==> src/rtl/grant_forwarder.sv <==
// Responder side of the scheduler grant handshake: pops the granted queue head,
// forwards it over valid/ready, and pulses consumed once it has been accepted.
module grant_forwarder #(
  parameter  int NUMBER_OF_QUEUES = 4,
  parameter  int PACKET_SIZE      = 64,
  parameter  int REGISTER_SIZE    = 32,
  localparam int IDW = (NUMBER_OF_QUEUES > 1) ? $clog2(NUMBER_OF_QUEUES) : 1
) (
  input  logic                                          clock,
  input  logic                                          reset,
  input  logic                                          enable,
  input  logic [IDW-1:0]                                id,
  input  logic [NUMBER_OF_QUEUES-1:0]                   empty,
  input  logic [NUMBER_OF_QUEUES-1:0][PACKET_SIZE-1:0]  heads,
  output logic [NUMBER_OF_QUEUES-1:0]                   pop,
  output logic                                          m_valid,
  output logic [PACKET_SIZE-1:0]                        m_data,
  output logic [IDW-1:0]                                m_id,
  input  logic                                          m_ready,
  output logic                                          consumed,
  output logic                                          busy,
  output logic [REGISTER_SIZE-1:0]                      drop_count,
  output logic [NUMBER_OF_QUEUES-1:0][REGISTER_SIZE-1:0] served
);

  typedef enum logic [1:0] {
    IDLE = 2'd0,
    SEND = 2'd1,
    DONE = 2'd2
  } state_t;

  localparam logic [REGISTER_SIZE-1:0] ONE = 1;

  state_t r_state;
  state_t w_next;

  logic [PACKET_SIZE-1:0]                         r_data;
  logic [IDW-1:0]                                 r_id;
  logic [REGISTER_SIZE-1:0]                       r_drop;
  logic [NUMBER_OF_QUEUES-1:0][REGISTER_SIZE-1:0] r_served;

  logic w_grant;
  logic w_hit;
  logic w_miss;
  logic w_xfer;

  // Grants are only honoured from IDLE and never while reset is high
  assign w_grant = enable & ~reset & (r_state == IDLE);
  assign w_hit   = w_grant & ~empty[id];
  assign w_miss  = w_grant &  empty[id];
  assign w_xfer  = (r_state == SEND) & m_ready;

  always_ff @(posedge clock) begin
    if (reset) r_state <= IDLE;
    else       r_state <= w_next;
  end

  always_comb begin
    w_next = r_state;
    unique case (r_state)
      IDLE: begin
        if (w_hit)       w_next = SEND;
        else if (w_miss) w_next = DONE;
      end
      SEND: if (w_xfer) w_next = DONE;
      DONE: w_next = IDLE;
      default: w_next = IDLE;
    endcase
  end

  always_comb begin
    pop = '0;
    if (w_hit) pop[id] = 1'b1;
    m_valid  = (r_state == SEND);
    consumed = (r_state == DONE);
    busy     = (r_state != IDLE);
  end

  always_ff @(posedge clock) begin
    if (reset) begin
      r_data   <= '0;
      r_id     <= '0;
      r_drop   <= '0;
      r_served <= '0;
    end else begin
      if (w_hit) begin
        r_data <= heads[id];
        r_id   <= id;
      end
      if (w_miss && r_drop != '1)
        r_drop <= r_drop + ONE;
      if (w_xfer && r_served[r_id] != '1)
        r_served[r_id] <= r_served[r_id] + ONE;
    end
  end

  assign m_data     = r_data;
  assign m_id       = r_id;
  assign drop_count = r_drop;
  assign served     = r_served;

endmodule

==> config.mk <==
export PLATFORM = sky130hd
export DESIGN_NAME = grant_forwarder
export DESIGN_NICKNAME = d
export VERILOG_FILES = /design/src/rtl/grant_forwarder.sv
export SDC_FILE = /design/constraint.sdc
export NUM_CORES = 1
export LEC_CHECK = 0
export CAP_MARGIN = 40
export CORE_AREA = 2 2 192 194
export DETAILED_ROUTE_END_ITERATION = 10
export DIE_AREA = 0 0 194 196
export PLACE_DENSITY_LB_ADDON = 0.25
export SETUP_SLACK_MARGIN = 0.4
export SLEW_MARGIN = 20
export SYNTH_ARGS = -nofsm -noshare
export SYNTH_HDL_FRONTEND = slang
export SYNTH_SLANG_ARGS = --single-unit
==> constraint.sdc <==
create_clock -name clock -period 3.5 [get_ports clock]
set_input_delay 1.05 -clock clock [delete_from_list [all_inputs] [get_ports clock]]
set_output_delay 1.05 -clock clock [all_outputs]
set_load 0.02 [all_outputs]
== After elaboration in Yosys (flattened, before gate mapping) ==
Cells that the tools add are included.
Operators by class
  $add $sub $neg: 2
  $lt $le $gt $ge: 4
  eq/ne operators: 6
  muxes and demuxes: 16
  bitwise operators: 7
  reduce and logical (&&, ||, !) cells: 7
Operator list (number)
  binary-select mux 64 bit (select 2 bit): 1
  bitwise mux 128 bit: 1
  adder 32 x 1 -> 32 bit, second input constant: 2
  binary-select mux 32 bit (select 2 bit): 1
  demux 32 bit (select 2 bit): 1
  two-way mux 32 bit: 2
  two-way mux 64 bit: 1
  inequality test 32 bit, second input constant: 2
  less-than comparator 2 x 3 -> 1 bit, second input constant: 2
  two-way mux 2 bit: 3
  AND 1 bit: 5
  greater-or-equal comparator 2 x 1 -> 1 bit, second input constant: 2
  logical AND 1 bit: 4
  two-way mux 4 bit: 1
  case mux 2 bit (2 select lines): 1
  inequality test 3 bit, second input constant: 1
  binary-select mux 1 bit (select 2 bit): 1
  demux 1 bit (select 2 bit): 1
  equality test 2 x 1 -> 1 bit, second input constant: 1
  equality test 2 bit, second input constant: 1
  zero test 2 bit: 1
  two-way mux 1 bit: 2
  inequality test 2 x 1 -> 1 bit, second input constant: 1
  inverter 1 bit: 2
  2 further kinds: 2
Word-level totals
  flip-flop bits (word level): 228
  bits of input ports: 266
  output and inout bits: 233
  logic and storage cells: 50

== Depth between registers and ports, before layout ==
Gate-level depths: netlist of the first run.
  depth after elaboration: 7
  gate-level depth with buffers: 16
  mapped depth without buffers: 7

== Least setup slack after synthesis of the first run ==
No wires, ideal clock.
  kind: input port to output port
  from: in id[0]
  to: out pop[2]
  arrival: 2.837 ns
  data required time: 2.450 ns
  setup slack: -0.387 ns
  stages on the path: 6
  buffers on the path: 3
  cells stage by stage: clkbuf_1 mux4_2 nand2b_1 clkbuf_1 clkbuf_1 nor3b_1
On the way
  word-level cells in the longest chain between the ends: 5
  elaborated cells between the ends (all ways): 10
  those cells by class: order compare: 2; mux: 5; bitwise: 2; reduce/logical: 1
Ends and longest elaborated chain
  start: declaration: line 12  | input logic [IDW-1:0] id,
  less-than comparator 2 x 3 -> 1 bit (not written as such), or another cell as far along: line 73  | if (w_hit) pop[id] = 1'b1;
  logical AND 1 bit (not written as such) or two-way mux 1 bit (tied branches): line 73, 49
  two-way mux 1 bit (not written as such) or inverter 1 bit (tied branches): line 73, 49
  demux 1 bit (select 2 bit) or AND 1 bit (tied branches): line 73, 49
  two-way mux 4 bit *: line 73
  end: declaration: line 15  | output logic [NUMBER_OF_QUEUES-1:0] pop,
Mark *: on every way between the ends. The rest lies on a longest branch, timed or not. The select of a mux whose other input is x is not followed.

== Worst setup path after layout of the first run ==
Same ends and word-level chain as after synthesis.

==> results, run 1 <==
- The synthesized design spends more area on one cell type than any other, namely sky130_fd_sc_hd__dfxtp_1.
- Setup repair after global routing could not meet its margin everywhere.
- The worst-case clock skew is 0.0135 ns.
- The number of buffers inserted for hold repair after clock tree synthesis is 0.
- The startpoint identified for the worst hold timing path is m_data[15].
- The number of global-route vias before repair is 11700.
- Port buffering added 498 buffers.
- For hold timing, the worst endpoint is m_data[15].
- Of the cells placed in the final design, the portion with a size suffix greater than 1 is 0.204.
- The final number of hold-violating endpoints is 0.
- The worst-case vdd ir drop is 0.331 mV.
- The number of synthesized register bits is 228.
- The number of unique standard cell types used by synthesis is 45.
- The share of total power dissipated in combinational logic is 0.150.
- The overall fraction of global-route tracks in use is 0.265.
- The number of remaining DRC errors is 0.
- Dividing the detail-routed via count by the number of cells gives 5.51.
- The reg-to-reg critical path startpoint is m_id[0].
- Of the total power, the share spent switching nets is 0.248.
- Traced cell by cell, the critical path runs through buf_12 -> mux4_2 -> nand2b_4 -> nor3b_4 -> buf_6.
- Synthesis produced a netlist with a net count of 1477.
- The finished cells cover 18800 sq um.
- The mean instance size in the synthesized netlist is 9.61 sq um.
- The maximum number of pins on one net before global-route repair is 77.
- The worst setup path startpoint is id[0].
- The via count is 11900.
- Measured in cells, the most critical reg-to-reg path has a length of 10.
- From synthesis to final layout, the design area changed by 61.3%.
- Once layout is complete, the cells apart from fillers number 2170.
- The initial antenna violation count is 21.
- The number of buffers inserted during clock tree synthesis is 26.
- The total cell area at the placement stage is 17700 sq um.
- OpenSTA, run right after detailed placement, puts the worst setup slack at -0.765 ns.
- Measured along the y axis, the die boundary spans 196 um.
- The number of levels the H-tree was split into is 1.
- The flow ran to the end, and the final reports show no timing, DRC or antenna violations.
- The internal power consumption is 4780 uW.
- The total wire length after detailed routing is 53600 um.
- The cell leakage power is 0.00627 uW.
- The first global-routing pass estimated 76100 um of wire.
- The clock tree from TritonCTS is done.
- The first-iteration detailed-routing DRC count is 725.
- The critical path contains buffers and inverters numbering 2 combined.
- Counting along the longest clock path gives a buffer depth of 3.
- The number of placed instances, taps included, is 2106.
- Routability-driven placement finished with a final weighted congestion of 0.891.
- The worst slew margin relative to its limit is 0.424.
- The warning count from the yosys run is 0.
- The setup violation total in the final timing report is 0.
- 499 I/O pins were placed.
- In this run the clock root is driven by a sky130_fd_sc_hd__clkbuf_16.
- The analysis attributes to net switching a power of 1580 uW.
- For the worst setup path, the data required time is 2.45 ns.
- In the finished design, the share of the clock period the worst path needs comes to 0.965.
- Synthesis produced 1209 cells.
- The tightest hold path in the finished design has a slack of 0.455 ns.
- The largest individual stage delay along the critical path comes from the cell sky130_fd_sc_hd__mux4_2.
- The total half-perimeter wirelength after legalization and detailed placement is 40400 um.
- The initialized floorplan defines 70 standard-cell rows.
- The kind of launch point of the worst setup path is an input port.
- The wire length on met3 is 5090 um.
- The kind of end point of the critical path is an output port.
- Along the worst path, the maximum fanout reaches 3.
- For this block, wires on met1 add up to 20700 um.
- The share of synthesized area in the top cell type comes to 0.393.
- The number of max-cap violations is 0.
- At the pin with the least slew margin, the transition time is 0.864 ns.
- Leaving out fill and tap cells, the most frequent cells in the layout are sky130_fd_sc_hd__clkdlybuf4s50_1, sky130_fd_sc_hd__dfxtp_1, sky130_fd_sc_hd__nand2_1.
- The proportion of synthesized chip area in sequential cells is 0.393.
- The part of the power in registers is 0.421.
- Detailed routing placed a total of 25700 um of wire on met2.
- The maximum clock frequency is 296 MHz.
- The highest metal layer carrying signal wires in the routed design is met5.
- Among cell families on the critical path, the largest total delay comes from multiplexers.
- The stage delay of the slowest cell on the critical path is 0.59 ns.
- At the end of the flow, the number of nets in the layout was 1946.
- In the final routed layout, each cell accounts on average for 24.7 um.
- The overall overflow remaining after global route is 0.
- The area of the core is 36100 sq um.
- The minimum setup slack among reg-to-reg paths is 0.41 ns.
- The floorplan step defined a die boundary enclosing 38000 sq um.
- The endpoint identified for the worst register-to-register timing path is served[31].
- The smallest clock period supported by the final layout is computed as 3.38 ns.
- The pre-antenna-repair detailed-routing pass consisted of 5 iterations.
- Clock latency on the worst-skew pair, taken at its later pin, is 0.54 ns.
- The category of the critical setup timing path is in2out.
- Setup slack on the critical path of the routed design comes to 0.121 ns.
- Of the total power, the clock network draws 0.428.
- The count of pins over their slew limit was 0.
- The die width is 194 um.
- The arrival time reported for the critical path endpoint is 2.33 ns.
- The initial core utilization is 0.322.
- The classification of the worst-slack hold path is reg2reg.
- The clock sink count is 228.
- After clock tree synthesis, the clock-pin slew on the worst setup and hold paths is 0.06 ns.
- The worst hold path passes through 2 cells.
- In this run the remaining antenna-violating nets after routing total 0.
- The leading cell type in the layout, fill and taps excluded is sky130_fd_sc_hd__clkdlybuf4s50_1.
- After synthesis, the cell types taking the most area are sky130_fd_sc_hd__dfxtp_1, sky130_fd_sc_hd__mux4_2, sky130_fd_sc_hd__a21oi_1.
- In this run the cell area of the synthesized design comes to 11600 sq um.
- Dividing total power by cell area gives a power density of 339 nW/um^2.
## repair_timing
action,in CTS,in global routing
gates resized for setup,48,6
endpoints found under the setup margin,124,43
gates cloned,0,4
buffers inserted,4,4
hold endpoints to repair,0,0
pin swaps,2,2
## layer usage
| layer | GRT usage | up-vias |
|---|---|---|
| met2 | 0.434 | 578 |
| met4 | 0.0962 | 16 |
| met5 | 0 | - |
| met3 | 0.0784 | 108 |
| met1 | 0.331 | 5820 |
| li1 | - | 5425 |
## per-stage QoR
| step | TNS, ns | utilization | total power (uW) |
|---|---|---|---|
| after floorplan | 0 | - | 3160 |
| after global placement | -3.30 | 0.489 | 3660 |
| after detailed placement | -3.30 | 0.490 | 3680 |
| after CTS | 0 | 0.515 | 6390 |
| final | 0 | 0.520 | 6360 |
| after global routing | 0 | 0.520 | 6570 |
## registers in the layout, indices dropped and copies added (netlist names)
| signal | count |
|---|---|
| served | 128 |
| r_state | 2 |
| m_id | 2 |
| m_data | 64 |
| drop_count | 32 |
## cells in the mapped netlist (all sizes together)
cell     number
and4          6
nor4          5
nor3b         3
nand4b        3
nor4b         3
and2b         1
or2           5
o21ai         6
a311oi        1
nand4bb       1
dfxtp       228
a211oi       80
xnor2        27
nor2         41
nand3        27
nor2b         7
and2          3
or4           4
nand2b        2
inv           8
and4bb        1
clkbuf       77
ha            2
xor2         30
nand4        24
mux2          1
a21oi       199
and3          9
mux4         97
or3           3
nor3        109
nand2       155
buf          41
## area by class of cell
type | instances | area [sq um]
timing repair buffer | 559 | 5650
antenna | 5 | 12.5
fill | 3360 | 17300
clock inverter | 5 | 61.3
tap | 468 | 586
inverter | 8 | 30.0
clock buffer | 42 | 781
sequential | 228 | 4570
multi-input combinational | 855 | 7060
## power groups by stage
stage               Sequential, uW  Clock [uW]  Combinational, uW
CTS                           2680        2760                951
global placement              2740           0                925
global route                  2680        2880               1000
finish                        2680        2720                957
detailed placement            2740           0                939
floorplan                     2780           0                375
## tightest hold or removal path, cell delays in order, from the launching register on
cell and delay [ns]:
sky130_fd_sc_hd__dfxtp_1 0.31, sky130_fd_sc_hd__nand2_1 0.05, sky130_fd_sc_hd__a21oi_1 0.05
## worst max-delay path by stage
stage                         to  slack (ns)  cells past startpoint
after floorplan           pop[2]       0.004                      6
final                     pop[2]        0.12                      5
after global placement    pop[2]       -0.72                      5
after global routing      pop[2]         0.1                      5
after CTS                 pop[2]        0.13                      5
after detailed placement  pop[2]       -0.77                      5
## kinds of logic after synthesis
family,share of synthesized area
flip-flops,0.393
buffers and inverters,0.0518
AO/OA/AOI/OAI,0.142
XOR/XNOR,0.0436
adder cells (fa/ha/maj),0.00215
AND/OR/NAND/NOR,0.173
multiplexers,0.194
No activity file was read; power rests on OpenSTA's default activity.
==> inputs of run 2 (changes only) <==
--- a/config.mk
+++ b/config.mk
@@ -5,7 +5,6 @@
 export SDC_FILE = /design/constraint.sdc
 export NUM_CORES = 1
 export LEC_CHECK = 0
-export CAP_MARGIN = 40
 export CORE_AREA = 2 2 192 194
 export DETAILED_ROUTE_END_ITERATION = 10
 export DIE_AREA = 0 0 194 196
==> run 2 against run 1 <==
Effect of this change:
- routed wire length is 0.37% higher
- critical path depth stayed put
- global-route usage about the same
- register-to-register slack improved by 0.05 ns
- sequential share of layout area is 0.097 points lower
- power rose by 2.5%
- utilization increased by 0.21 points
- clock power up 6%
- sequential power about the same
- first-iteration DRC count increased by 22%
- via count is 0.23% higher
==> results, run 2 (synthesis results as in run 1) <==
- The flow ran to the end, and the final reports show no timing, DRC or antenna violations.
- The number of remaining DRC errors is 0 (unchanged).
- The setup violation total in the final timing report is 0 (unchanged).
- The full die area came to 38000 sq um (unchanged).
- The number of flip-flops in the largest register is 128 (unchanged).
- The part of the power in registers is 0.411 (-0.010).
- The cell leakage power is 0.00630 uW (+0.48%).
- The cell family contributing the most delay on the critical path is multiplexers.
- Traced cell by cell, the critical path runs through buf_12 -> mux4_2 -> nand2b_4 -> nor3b_4 -> buf_6.
- The setup path with the least slack is of type in2out.
- The combinational share of power came to 0.146 (-0.004).
- The power density over cell area is 346 nW/um^2 (+2.0%).
- The worst-margin pin slew came to 1.05 ns (+0.187 ns).
- The minimum clock period after layout is 3.36 ns (-0.0141 ns).
- The clock sink count is 228 (unchanged).
- The number of levels the H-tree was split into is 1 (unchanged).
- The number of global-route vias before repair is 11600 (-1.2%).
- The maximum clock insertion buffer count is 3 (unchanged).
- The final number of hold-violating endpoints came to 0 (unchanged).
- The top-level port count is 499 (unchanged).
- The internal power consumption is 4930 uW (+3.2%).
- The cell at the root of the clock tree is sky130_fd_sc_hd__clkbuf_16.
- Among all stages on the critical path, the largest delay is contributed by sky130_fd_sc_hd__mux4_2.
- The period utilization came to 0.961 (-0.00403).
- The leading cell type in the layout, fill and taps excluded is sky130_fd_sc_hd__clkdlybuf4s50_1.
- The layout cell share with drive strength beyond 1 is 0.209 (+0.00493).
- The classification of the worst-slack hold path is reg2reg.
- The area of the core is 36100 sq um (unchanged).
- The total half-perimeter wirelength after legalization and detailed placement is 40200 um (-0.63%).
- The final standard cell area without fillers is 18800 sq um (+0.40%).
- The critical path data required time is 2.45 ns (about the same).
- The count of standard-cell rows was 70 (unchanged).
- The via count is 12000 (+0.23%).
- The number of I/O port buffers is 498 (unchanged).
- The worst-case setup margin in the final layout is 0.135 ns (+0.0141 ns).
- The stage delay of the slowest cell on the critical path was 0.59 ns (about the same).
- The post-layout net count is 1949 (+0.15%).
- The detail-routed via count per cell is 5.51 (about the same).
- The first-pass iteration count of the detailed router is 5 (unchanged).
- The post-CTS clock slew at the launch and capture registers of the worst setup and hold paths came to 0.06 ns (about the same).
- The net switching fraction of the power came to 0.243 (-0.00514).
- The total wire length after detailed routing is 53800 um (+0.37%).
- The arrival time reported for the critical path endpoint is 2.31 ns (-0.02 ns).
- The summed negative setup slack over all endpoints is 0 ns (unchanged).
- The wire length of the first global-routing pass was 76300 um (+0.24%).
- The critical path depth is 5 (unchanged).
- The initial antenna violation count is 19 (-9.5%).
- The depth of the worst register-to-register path came to 11 (+1).
- The number of max-cap violations is 0 (unchanged).
- The first-iteration detailed-routing DRC count is 885 (+22%).
- The maximum clock frequency is 297 MHz (+0.42%).
- The count of pins over their slew limit is 0 (unchanged).
- TritonCTS built the clock tree.
- The clock latency on the worst-skew pair is 0.54 ns (about the same).
- The worst-case clock skew is 0.0115 ns (-0.00201 ns).
- The worst setup slack after placement came to -0.763 ns (+0.00209 ns).
- The worst setup path is launched from an input port.
- The relative area change from synthesis to final layout is 62.0%.
- The final antenna-violating net count is 0 (unchanged).
- The total cell area at the placement stage came to 17600 sq um (-0.31%).
- The die width came to 194 um (unchanged).
- The final-layout worst hold slack was 0.453 ns (-0.00211 ns).
- In the layout the commonest cells are sky130_fd_sc_hd__clkdlybuf4s50_1, sky130_fd_sc_hd__dfxtp_1, sky130_fd_sc_hd__nand2_1.
- The maximum number of pins on one net before global-route repair is 83 (+7.8%).
- The overall overflow remaining after global route is 0 (unchanged).
- The routed length per placed instance was 24.7 um (+0.19%).
- The worst-case vdd ir drop is 0.317 mV (-4.4%).
- The initial core utilization came to 0.322 (unchanged).
- The overall fraction of global-route tracks in use was 0.265 (+0.000321).
- The number of buffers inserted during clock tree synthesis was 27 (+3.8%).
- The part of the power in the clock network is 0.443 (+0.015).
- The kind of end point of the critical path is an output port.
- The total power after layout is 6520 uW (+2.5%).
- The height of the chip is 196 um (unchanged).
- The critical path buffer and inverter count came to 2 (unchanged).
- The net switching power is 1590 uW (+0.33%).
- Setup repair after global routing could not meet its margin everywhere.
- The weighted congestion at the end of routability-driven global placement came to 0.891 (unchanged).
- The biggest fanout along the worst timing path is 3 (unchanged).
- The worst slew margin relative to its limit is 0.299 (-0.125).
- The cell depth of the worst min-delay path is 2 (unchanged).
==> run 2: per-stage QoR <==
step | util | std cells
after floorplan | - | 1209
after global placement | 0.489 | 2104
after detailed placement | 0.489 | 2104
after CTS | 0.516 | 2156
after global routing | 0.522 | 2171
final | 0.522 | 2174
==> run 2: final cells by class <==
type / count / area, sq um
fillers: 3339 / 17300
multi-input cells: 855 / 7070
repair buffers: 561 / 5650
flip-flops and latches: 228 / 4570
clock buffers: 42 / 822
well taps: 468 / 586
clock inverters: 6 / 83.8
inverters: 8 / 30.0
diodes: 6 / 15.0
==> run 2: metal layers <==
layer  track usage  up-vias  wire [um]
met2         0.435      655      25700
li1              -     5437          -
met5             0        -         77
met3        0.0724      105       5170
met1         0.334     5764      20800
met4        0.0990       14       2040
==> run 2: power by group through the flow <==
stage	clock (uW)	combinational (uW)	sequential, uW
2_1_floorplan	0	375	2780
3_3_place_gp	0	925	2740
3_5_place_dp	0	931	2740
4_1_cts	2940	942	2680
5_1_grt	3050	996	2680
6_report	2890	950	2680
==> run 2: timing repair <==
action                     4_1_cts  5_1_grt
hold buffers                     0        0
setup buffers                    4        7
setup endpoints to repair      132       77
resized for setup               47       11
gates cloned                     0        5
pin swaps                        3        6
==> run 2: worst register-to-register path, stage by stage, from the launching register on <==
cell	delay (ns)
sky130_fd_sc_hd__dfxtp_4	0.40
sky130_fd_sc_hd__buf_4	0.21
sky130_fd_sc_hd__buf_4	0.15
sky130_fd_sc_hd__mux4_1	0.38
sky130_fd_sc_hd__nand3_1	0.14
sky130_fd_sc_hd__or4_4	0.59
sky130_fd_sc_hd__buf_4	0.19
sky130_fd_sc_hd__nand4bb_4	0.20
sky130_fd_sc_hd__buf_12	0.17
sky130_fd_sc_hd__buf_12	0.19
sky130_fd_sc_hd__a21oi_2	0.19
sky130_fd_sc_hd__a211oi_2	0.06
==> run 2: path summary, 6_finish.rpt <==
check                  start         end  slack (ns)
setup / recovery       id[0]      pop[2]        0.14
setup reg to reg     m_id[0]  served[90]        0.46
hold / removal    m_data[19]  m_data[19]        0.45
hold reg to reg   m_data[19]  m_data[19]        0.45
==> inputs of run 3 (changes only) <==
--- a/config.mk
+++ b/config.mk
@@ -5,6 +5,7 @@
 export SDC_FILE = /design/constraint.sdc
 export NUM_CORES = 1
 export LEC_CHECK = 0
+export ABC_AREA = 0
 export CORE_AREA = 2 2 192 194
 export DETAILED_ROUTE_END_ITERATION = 10
 export DIE_AREA = 0 0 194 196
==> results of run 3 <==
The final DEF is identical to that of run 2; final timing and power are the same.
